## config.mk

```make
export PLATFORM = sky130hd
export DESIGN_NAME = bomb_scheduler
export DESIGN_NICKNAME = d
export VERILOG_FILES = /design/src/rtl/bomb_scheduler.sv
export SDC_FILE = /design/constraint.sdc
export NUM_CORES = 1
export LEC_CHECK = 0
export CORE_MARGIN = 4
export CORE_UTILIZATION = 36
export DETAILED_ROUTE_END_ITERATION = 8
export HOLD_SLACK_MARGIN = 0.08
export PLACE_DENSITY = 0.56
export RECOVER_POWER = 50
export SLEW_MARGIN = 20
export SYNTH_ARGS = -nofsm -noshare
export SYNTH_HDL_FRONTEND = slang
export SYNTH_SLANG_ARGS = --single-unit
```

## constraint.sdc

```tcl
create_clock -name clock -period 11.9 [get_ports clock]
set_clock_uncertainty 0.05 [all_clocks]
set_input_delay 1.19 -clock clock [delete_from_list [all_inputs] [get_ports clock]]
set_output_delay 1.19 -clock clock [all_outputs]
set_load 0.01 [all_outputs]
```

## src/rtl/bomb_scheduler.sv

```systemverilog
// Six-slot bomb fuse/blast scheduler with two-player placement arbitration and a detonation event stream.
// Optional macro BOMB_SCHED_DUP_CHECK_EN: nack any request whose tile matches a live (non-IDLE) slot.
module bomb_scheduler #(
  parameter int unsigned FUSE_FRAMES    = 180,
  parameter int unsigned BLAST_FRAMES   = 30,
  parameter int unsigned MAX_PER_PLAYER = 3
) (
  input  logic       clock,
  input  logic       reset,
  input  logic       game_reset,
  input  logic       frame_tick,
  input  logic       p1_req,
  input  logic       p2_req,
  input  logic [7:0] p1_tile,
  input  logic [7:0] p2_tile,
  output logic       p1_ack,
  output logic       p1_nack,
  output logic       p2_ack,
  output logic       p2_nack,
  input  logic [2:0] rd_id,
  output logic       rd_active,
  output logic       rd_exploding,
  output logic       rd_owner,
  output logic [7:0] rd_tile,
  output logic [2:0] p1_count,
  output logic [2:0] p2_count,
  output logic       exp_valid,
  output logic [7:0] exp_tile,
  input  logic       exp_ready
);
  localparam int unsigned NSLOT = 6;

  typedef enum logic [1:0] {ST_IDLE, ST_ARMED, ST_EXPLODING} slot_state_e;

  slot_state_e state_q [NSLOT];
  slot_state_e state_d [NSLOT];
  logic [7:0]  tile_q  [NSLOT];
  logic [7:0]  tile_d  [NSLOT];
  logic [7:0]  cnt_q   [NSLOT];
  logic [7:0]  cnt_d   [NSLOT];
  logic        owner_q [NSLOT];
  logic        owner_d [NSLOT];
  logic        pend_q  [NSLOT];
  logic        pend_d  [NSLOT];

  logic       p1_ack_q, p1_ack_d, p1_nack_q, p1_nack_d;
  logic       p2_ack_q, p2_ack_d, p2_nack_q, p2_nack_d;
  logic       prio_q, prio_d;
  logic       hold_q, hold_d;
  logic [2:0] sel_q, sel_d;
  logic [2:0] p1_count_q, p1_count_d, p2_count_q, p2_count_d;

  logic       p1_elig, p2_elig, eval_p1, eval_p2, req_valid;
  logic       req_full, req_dup, have_free, grant;
  logic [7:0] req_tile;
  logic       req_owner;
  logic [2:0] free_idx;

  logic       exp_any, exp_fire;
  logic [2:0] low_idx;
  logic [7:0] exp_tile_c;

  // Placement arbitration and evaluation
  always_comb begin
    p1_elig   = p1_req & ~p1_ack_q & ~p1_nack_q;
    p2_elig   = p2_req & ~p2_ack_q & ~p2_nack_q;
    eval_p1   = p1_elig & (~p2_elig | ~prio_q);
    eval_p2   = p2_elig & ~eval_p1;
    req_valid = eval_p1 | eval_p2;
    req_owner = eval_p2;
    req_tile  = eval_p2 ? p2_tile : p1_tile;
    req_full  = eval_p2 ? (p2_count_q >= 3'(MAX_PER_PLAYER))
                        : (p1_count_q >= 3'(MAX_PER_PLAYER));

    have_free = 1'b0;
    free_idx  = '0;
    for (int unsigned i = NSLOT; i > 0; i--) begin
      if (state_q[i-1] == ST_IDLE) begin
        have_free = 1'b1;
        free_idx  = 3'(i - 1);
      end
    end

    req_dup = 1'b0;
`ifdef BOMB_SCHED_DUP_CHECK_EN
    for (int unsigned i = 0; i < NSLOT; i++) begin
      if (state_q[i] != ST_IDLE && tile_q[i] == req_tile) req_dup = 1'b1;
    end
`endif

    grant     = req_valid & have_free & ~req_full & ~req_dup;
    p1_ack_d  = eval_p1 & grant;
    p1_nack_d = eval_p1 & ~grant;
    p2_ack_d  = eval_p2 & grant;
    p2_nack_d = eval_p2 & ~grant;
    prio_d    = (p1_elig & p2_elig) ? ~prio_q : prio_q;
  end

  // The presented slot is frozen while stalled so a newly pending lower slot cannot swap exp_tile.
  always_comb begin
    exp_any = 1'b0;
    low_idx = '0;
    for (int unsigned i = NSLOT; i > 0; i--) begin
      if (pend_q[i-1]) begin
        exp_any = 1'b1;
        low_idx = 3'(i - 1);
      end
    end
    sel_d      = hold_q ? sel_q : low_idx;
    exp_tile_c = '0;
    for (int unsigned i = 0; i < NSLOT; i++) begin
      if (exp_any && sel_d == 3'(i)) exp_tile_c = tile_q[i];
    end
    exp_fire = exp_any & exp_ready;
    hold_d   = exp_any & ~exp_ready;
  end

  assign exp_valid = exp_any;
  assign exp_tile  = exp_tile_c;

  // Slot next state: frame countdown, event consume, then allocation
  always_comb begin
    state_d = state_q;
    tile_d  = tile_q;
    cnt_d   = cnt_q;
    owner_d = owner_q;
    pend_d  = pend_q;
    for (int unsigned i = 0; i < NSLOT; i++) begin
      if (frame_tick) begin
        case (state_q[i])
          ST_ARMED: begin
            if (cnt_q[i] == 8'd1) begin
              state_d[i] = ST_EXPLODING;
              pend_d[i]  = 1'b1;
              cnt_d[i]   = 8'(BLAST_FRAMES);
            end else begin
              cnt_d[i] = cnt_q[i] - 8'd1;
            end
          end
          ST_EXPLODING: begin
            if (cnt_q[i] == 8'd1) begin
              if (!pend_q[i]) begin
                state_d[i] = ST_IDLE;
                tile_d[i]  = '0;
                owner_d[i] = 1'b0;
                cnt_d[i]   = '0;
              end
            end else begin
              cnt_d[i] = cnt_q[i] - 8'd1;
            end
          end
          default: ;
        endcase
      end
      if (exp_fire && sel_d == 3'(i)) pend_d[i] = 1'b0;
      if (grant && free_idx == 3'(i)) begin
        state_d[i] = ST_ARMED;
        tile_d[i]  = req_tile;
        owner_d[i] = req_owner;
        cnt_d[i]   = 8'(FUSE_FRAMES);
        pend_d[i]  = 1'b0;
      end
    end

    p1_count_d = '0;
    p2_count_d = '0;
    for (int unsigned i = 0; i < NSLOT; i++) begin
      if (state_d[i] != ST_IDLE) begin
        if (owner_d[i]) p2_count_d = p2_count_d + 3'd1;
        else            p1_count_d = p1_count_d + 3'd1;
      end
    end
  end

  always_ff @(posedge clock) begin
    if (reset | game_reset) begin
      for (int unsigned i = 0; i < NSLOT; i++) begin
        state_q[i] <= ST_IDLE;
        tile_q[i]  <= '0;
        cnt_q[i]   <= '0;
        owner_q[i] <= 1'b0;
        pend_q[i]  <= 1'b0;
      end
      p1_ack_q   <= 1'b0;
      p1_nack_q  <= 1'b0;
      p2_ack_q   <= 1'b0;
      p2_nack_q  <= 1'b0;
      prio_q     <= 1'b0;
      hold_q     <= 1'b0;
      sel_q      <= '0;
      p1_count_q <= '0;
      p2_count_q <= '0;
    end else begin
      state_q    <= state_d;
      tile_q     <= tile_d;
      cnt_q      <= cnt_d;
      owner_q    <= owner_d;
      pend_q     <= pend_d;
      p1_ack_q   <= p1_ack_d;
      p1_nack_q  <= p1_nack_d;
      p2_ack_q   <= p2_ack_d;
      p2_nack_q  <= p2_nack_d;
      prio_q     <= prio_d;
      hold_q     <= hold_d;
      sel_q      <= sel_d;
      p1_count_q <= p1_count_d;
      p2_count_q <= p2_count_d;
    end
  end

  assign p1_ack   = p1_ack_q;
  assign p1_nack  = p1_nack_q;
  assign p2_ack   = p2_ack_q;
  assign p2_nack  = p2_nack_q;
  assign p1_count = p1_count_q;
  assign p2_count = p2_count_q;

  always_comb begin
    rd_active    = 1'b0;
    rd_exploding = 1'b0;
    rd_owner     = 1'b0;
    rd_tile      = '0;
    for (int unsigned i = 0; i < NSLOT; i++) begin
      if (rd_id == 3'(i)) begin
        rd_active    = (state_q[i] != ST_IDLE);
        rd_exploding = (state_q[i] == ST_EXPLODING);
        rd_owner     = owner_q[i];
        rd_tile      = tile_q[i];
      end
    end
  end

endmodule

```

; ---- Word-level counts from Yosys, hierarchy flattened
; Index checks and enable logic that the tools add are counted.
[word_totals]
regBits = 135
latch_bits = 0
ram_bits = 0
rom_bits = 0
output_inout_bits = 30
word_cells = 454
memories = 0
[classes]
n_addsub = 16
mul = 0
div = 0
magnitude_cmp = 2
eq_ne = 51
shift = 0
mux = 207
bitwise = 28
n_reduce_logical = 105
[ops]
columns = operator, n
row1 = 8-bit two-way mux, 67
row2 = 3-bit two-way mux, 33
row3 = 8-bit case mux with 2 select lines, 6
row4 = 2-bit nonzero test, 36
row5 = 1-bit two-way mux, 65
row6 = 2-bit two-way mux, 30
row7 = 3-bit AND reduction, 18
row8 = 8-bit by 1-bit == test with 1-bit output (second input constant), 6
row9 = 8-bit by 1-bit subtractor with 8-bit output (second input constant), 6
row10 = 3-bit by 1-bit adder with 3-bit output (second input constant), 10
row11 = 4-bit != test (second input constant), 6
row12 = 2-bit case mux with 2 select lines, 6
row13 = 4-bit AND reduction, 6
row14 = 3-bit by 2-bit == test with 1-bit output (second input constant), 6
row15 = 3-bit == test (second input constant), 6
row16 = 1-bit logical AND, 18
row17 = 3-bit != test (second input constant), 6
row18 = 3-bit nonzero test, 6
row19 = 3-bit OR reduction, 6
row20 = 1-bit AND, 15
row21 = 2-bit by 1-bit == test with 1-bit output (second input constant), 6
row22 = 2-bit == test (second input constant), 6
row23 = 2-bit zero test, 6
row24 = 2-bit by 1-bit != test with 1-bit output (second input constant), 6
row25 = other kinds (6), 27

; ---- Longest topological paths before layout
[logic_depth]
word_depth = 30
depth_mapped = 26
ltp_nobuf = 25

; ---- Worst setup path after synthesis
; Ideal clock, no wire load.
[synth_path]
path_type = input -> register
start = in p2_req
end = reg p2_count_q[2] (netlist: p2_count[2])
setup_time_ns = 0.065
arrival_time_ns = 6.233
setup_slack_ns = 5.551
stages = 24
path_cell_list = or3b_4 > or3_1 > buf_6 > a211oi_1 > a41oi_1 > a22oi_1 > inv_1 > ha_1 > a31oi_1 > a31oi_2 > ha_1 > mux2_2 > ha_1 > inv_1 > a21oi_1 > ha_1 > nand2_1 > nand2_1 > ha_1 > inv_1 > a311oi_2 > xnor2_1 > xor3_1 > nor2_1
[synth_lines]
columns = item, line_no
row1 = "start, declared", 13  ; input logic p2_req,
row2 = "end signal, assigned", 207  ; p2_count_q <= p2_count_d;
row3 = "end, declared", 51  ; logic [2:0] p1_count_q, p1_count_d, p2_count_q, p2_count_d;

==> impl_metrics.json <==
{
  "timing.final.crit_period_ps": 6780,
  "finalSetupViolations": 0,
  "final_max_slew_viol_count": 93,
  "asyncSetResetFlopFracSynth_pct": 0,
  "drc_errors": 0,
  "cp-end-kind": "register",
  "cts_resized": 0,
  "chipWidth_um": 161.6,
  "antenna_found_initial": 0,
  "synth.net_count": 1179,
  "finished_cell_area_um2": 9892,
  "core_um2": 22920,
  "synth_top_area_share_pct": 31.81,
  "power.density_nw_per_um2": 109.4,
  "placement_rows": 55,
  "total_leakage_power_nw": 3.587,
  "cts_tree": "done",
  "fin_hold_ws_ps": 429.1,
  "reg2reg_depth": 23,
  "critical_path_required_ps": 11990,
  "crit_end": "p2_count[2]",
  "place_area_um2": 9334,
  "dieArea_um2": 26120,
  "globalRoute.totalOverflow": 0,
  "netlist_top_cells_count": "sky130_fd_sc_hd__nor2_1 (152), sky130_fd_sc_hd__dfxtp_1 (135), sky130_fd_sc_hd__nand2_1 (130)",
  "worst_slew_margin_rel_pct": -197.3,
  "final_weighted_congestion_of_routability_driven_global_placement": 0.9045,
  "launching_element_type_of_the_critical_path": "input port",
  "grt_start_max_net_pins": 93,
  "numClockSinks": 135,
  "cts-htree-levels": 4,
  "fin_tns_setup_ps": 0,
  "ys_top_cells_by_area": "sky130_fd_sc_hd__dfxtp_1 (32%), sky130_fd_sc_hd__nor2_1 (6.7%), sky130_fd_sc_hd__a21oi_1 (6.4%)",
  "worst_setup_path_startpoint": "p2_req",
  "count_of_vias_placed_by_the_detailed_router": 8315,
  "syn-cell-area_um2": 8496,
  "final_worst_setup_slack_ps": 5120,
  "layout.filler_cells": 2355,
  "critical_path.reg2reg.endpoint": "p2_count[2]",
  "ratio_of_cells_with_drive_above_1_in_the_final_layout_pct": 6.142,
  "detail_route.wl_per_cell_um": 18.24,
  "via_per_inst": 5.660,
  "first_pass_iters": 7,
  "postCtsSetupBuffers": 0,
  "cts.clk_slew.worst_paths_ps": 60,
  "ant_nets": 0,
  "dp_worst_setup_slack_ps": 4940,
  "result_of_the_run": "finished with violations",
  "count_of_final_hold_check_violations": 0,
  "initial_core_util_pct": 37.07,
  "r2r-start": "cnt_q[32]",
  "global_route_wire_length_before_repair_um": 42300,
  "synth.most_common_cell": "sky130_fd_sc_hd__nor2_1",
  "synth.yosys.seq_area_share_pct": 31.81,
  "worst-endpoint-arrival_ps": 6870,
  "yosys.cell_types.count": 75,
  "reg2reg_setup_slack_ps": 5800,
  "dr.first_iter.drc_count": 659,
  "antenna_cells_inserted": 0,
  "die_h_um": 161.6,
  "area_delta_synth_final_pct": 16.44,
  "clockRootBuffer": "sky130_fd_sc_hd__clkbuf_16",
  "synth_enable_flop_cells": 0,
  "finalCritPeriodShare_pct": 56.97,
  "number_of_global_route_vias_before_repair": 7622,
  "grt_setup_unrepaired": "no",
  "timing_worst_setup_path_type": "in -> reg",
  "synth_ff_type": "sky130_fd_sc_hd__dfxtp_1",
  "failed_checks": "max-capacitance violations, max-slew violations",
  "boundaryPins": 56,
  "tightest_slew_ps": 4460,
  "critPathMaxFanout": 10,
  "timing.max_cap.violations": 1,
  "worst_hold_path_type": "reg -> reg",
  "hpwl_um": 19030,
  "synthCells": 1112,
  "synth.ff_latch_count": 135,
  "clock_latency_ps": 420,
  "ys.warnings.count": 0,
  "clock_path_buffers": 2,
  "buffer_ports.inserted": 55,
  "ctsHoldBuffers": 0,
  "yosysTopAreaCell": "sky130_fd_sc_hd__dfxtp_1",
  "synth.avg_cell_area_um2": 7.640,
  "totalWireLength_um": 26790,
  "cts_buffers": 17,
  "max_freq_ghz": 0.1475,
  "nNetsFinal": 1210,
  "vdd_drop_max_mv": 0.06584,
  "track_usage_pct": 20.19
}
## where the power goes
| part | switching [W] | internal (W) |
|---|---|---|
| logic | 0.0000648 | 0.0000353 |
| clock network | 0.000222 | 0.000299 |
| registers | 0.00000425 | 0.000457 |
## sequential cells by signal (all words and copies together) (netlist names), 3 cells and up
signal / count
tile_q: 48
owner_q: 6
pend_q: 6
sel_q: 3
cnt_q: 48
p2_count: 3
state_q: 12
p1_count: 3
## cell families after synthesis
| logic type | count (synthesis) | share of synthesized area (%) |
|---|---|---|
| XOR/XNOR | 19 | 2.621 |
| adder cells (fa/ha/maj) | 41 | 6.038 |
| flip-flops | 135 | 31.81 |
| buffers and inverters | 101 | 4.698 |
| multiplexers | 48 | 6.068 |
| AO/OA/AOI/OAI | 335 | 25.17 |
| AND/OR/NAND/NOR | 433 | 23.59 |
## worst min path at each step
stage | startpoint | to | slack [ps] | cells after the start
after CTS | sel_q[2] | sel_q[2] | 430 | 2
after floorplan | sel_q[2] | sel_q[2] | 390 | 2
after detailed placement | sel_q[2] | sel_q[2] | 420 | 2
after global placement | sel_q[2] | sel_q[2] | 420 | 2
final | sel_q[2] | sel_q[2] | 430 | 2
after global routing | sel_q[2] | sel_q[2] | 460 | 2
## cell type report
class / instances / area, um^2 / area share (%)
timing repair buffer: 71 / 655.6 / 6.628
tap: 313 / 391.6 / 3.959
clock inverter: 13 / 135.1 / 1.366
clock buffer: 19 / 442.9 / 4.478
sequential: 135 / 2703 / 27.32
inverter: 42 / 157.7 / 1.594
multi-input combinational: 876 / 5406 / 54.65
## placed cells by master (no fill, tap or decap), types with 5 or more instances in the layout
master	n
sky130_fd_sc_hd__a31oi_1	58
sky130_fd_sc_hd__nand3_1	23
sky130_fd_sc_hd__o22ai_1	5
sky130_fd_sc_hd__nand2_1	130
sky130_fd_sc_hd__a211oi_1	9
sky130_fd_sc_hd__o22a_1	7
sky130_fd_sc_hd__or3_1	7
sky130_fd_sc_hd__o21ai_0	58
sky130_fd_sc_hd__dfxtp_1	135
sky130_fd_sc_hd__nor3b_1	15
sky130_fd_sc_hd__a221o_1	5
sky130_fd_sc_hd__ha_1	41
sky130_fd_sc_hd__inv_1	42
sky130_fd_sc_hd__o221ai_1	9
sky130_fd_sc_hd__inv_6	5
sky130_fd_sc_hd__buf_4	12
sky130_fd_sc_hd__nor3_1	32
sky130_fd_sc_hd__clkdlybuf4s50_1	42
sky130_fd_sc_hd__a21oi_1	109
sky130_fd_sc_hd__a311oi_1	5
sky130_fd_sc_hd__a21o_1	6
sky130_fd_sc_hd__nor4_1	11
sky130_fd_sc_hd__clkbuf_1	5
sky130_fd_sc_hd__and2_1	12
sky130_fd_sc_hd__clkbuf_16	17
sky130_fd_sc_hd__mux2i_1	41
sky130_fd_sc_hd__xor2_1	7
sky130_fd_sc_hd__a22oi_1	11
sky130_fd_sc_hd__nand4_1	5
sky130_fd_sc_hd__nand2b_1	9
sky130_fd_sc_hd__dlygate4sd3_1	13
sky130_fd_sc_hd__xnor2_1	8
sky130_fd_sc_hd__and3_1	8
sky130_fd_sc_hd__nor2b_1	6
sky130_fd_sc_hd__nor2_1	152
## layer usage
metal / wire length (um) / GRT usage, %
met1: 12660 / 27.96
met2: 11810 / 31.51
met3: 1509 / 3.904
met4: 813 / 7.074
met5: 0 / 0
## through the flow
stage                     util [%]  cells   power, W
after floorplan                  -   1112  0.0005319
after global placement       40.73   1437  0.0005701
after detailed placement     40.73   1437  0.0005704
after CTS                    43.25   1469   0.001094
after global routing         43.17   1469   0.001129
final                        43.17   1469   0.001082
## worst max-delay path: stages
cell and delay [ps]:
sky130_fd_sc_hd__dlygate4sd3_1 540, sky130_fd_sc_hd__nor3b_1 430, sky130_fd_sc_hd__a211o_1 410, sky130_fd_sc_hd__a211oi_1 130, sky130_fd_sc_hd__buf_4 200, sky130_fd_sc_hd__a41oi_1 720, sky130_fd_sc_hd__a22oi_1 250, sky130_fd_sc_hd__inv_1 130
sky130_fd_sc_hd__ha_1 230, sky130_fd_sc_hd__a31oi_1 180, sky130_fd_sc_hd__a31oi_2 70, sky130_fd_sc_hd__ha_1 290, sky130_fd_sc_hd__mux2_2 290, sky130_fd_sc_hd__ha_1 290, sky130_fd_sc_hd__inv_1 70, sky130_fd_sc_hd__a21oi_1 70
sky130_fd_sc_hd__ha_1 300, sky130_fd_sc_hd__nand2_1 60, sky130_fd_sc_hd__nand2_1 80, sky130_fd_sc_hd__ha_1 140, sky130_fd_sc_hd__inv_1 40, sky130_fd_sc_hd__a311oi_2 200, sky130_fd_sc_hd__xnor2_1 110, sky130_fd_sc_hd__xor3_1 380
sky130_fd_sc_hd__nor2_1 40
No activity file was read; power rests on OpenSTA's default activity.
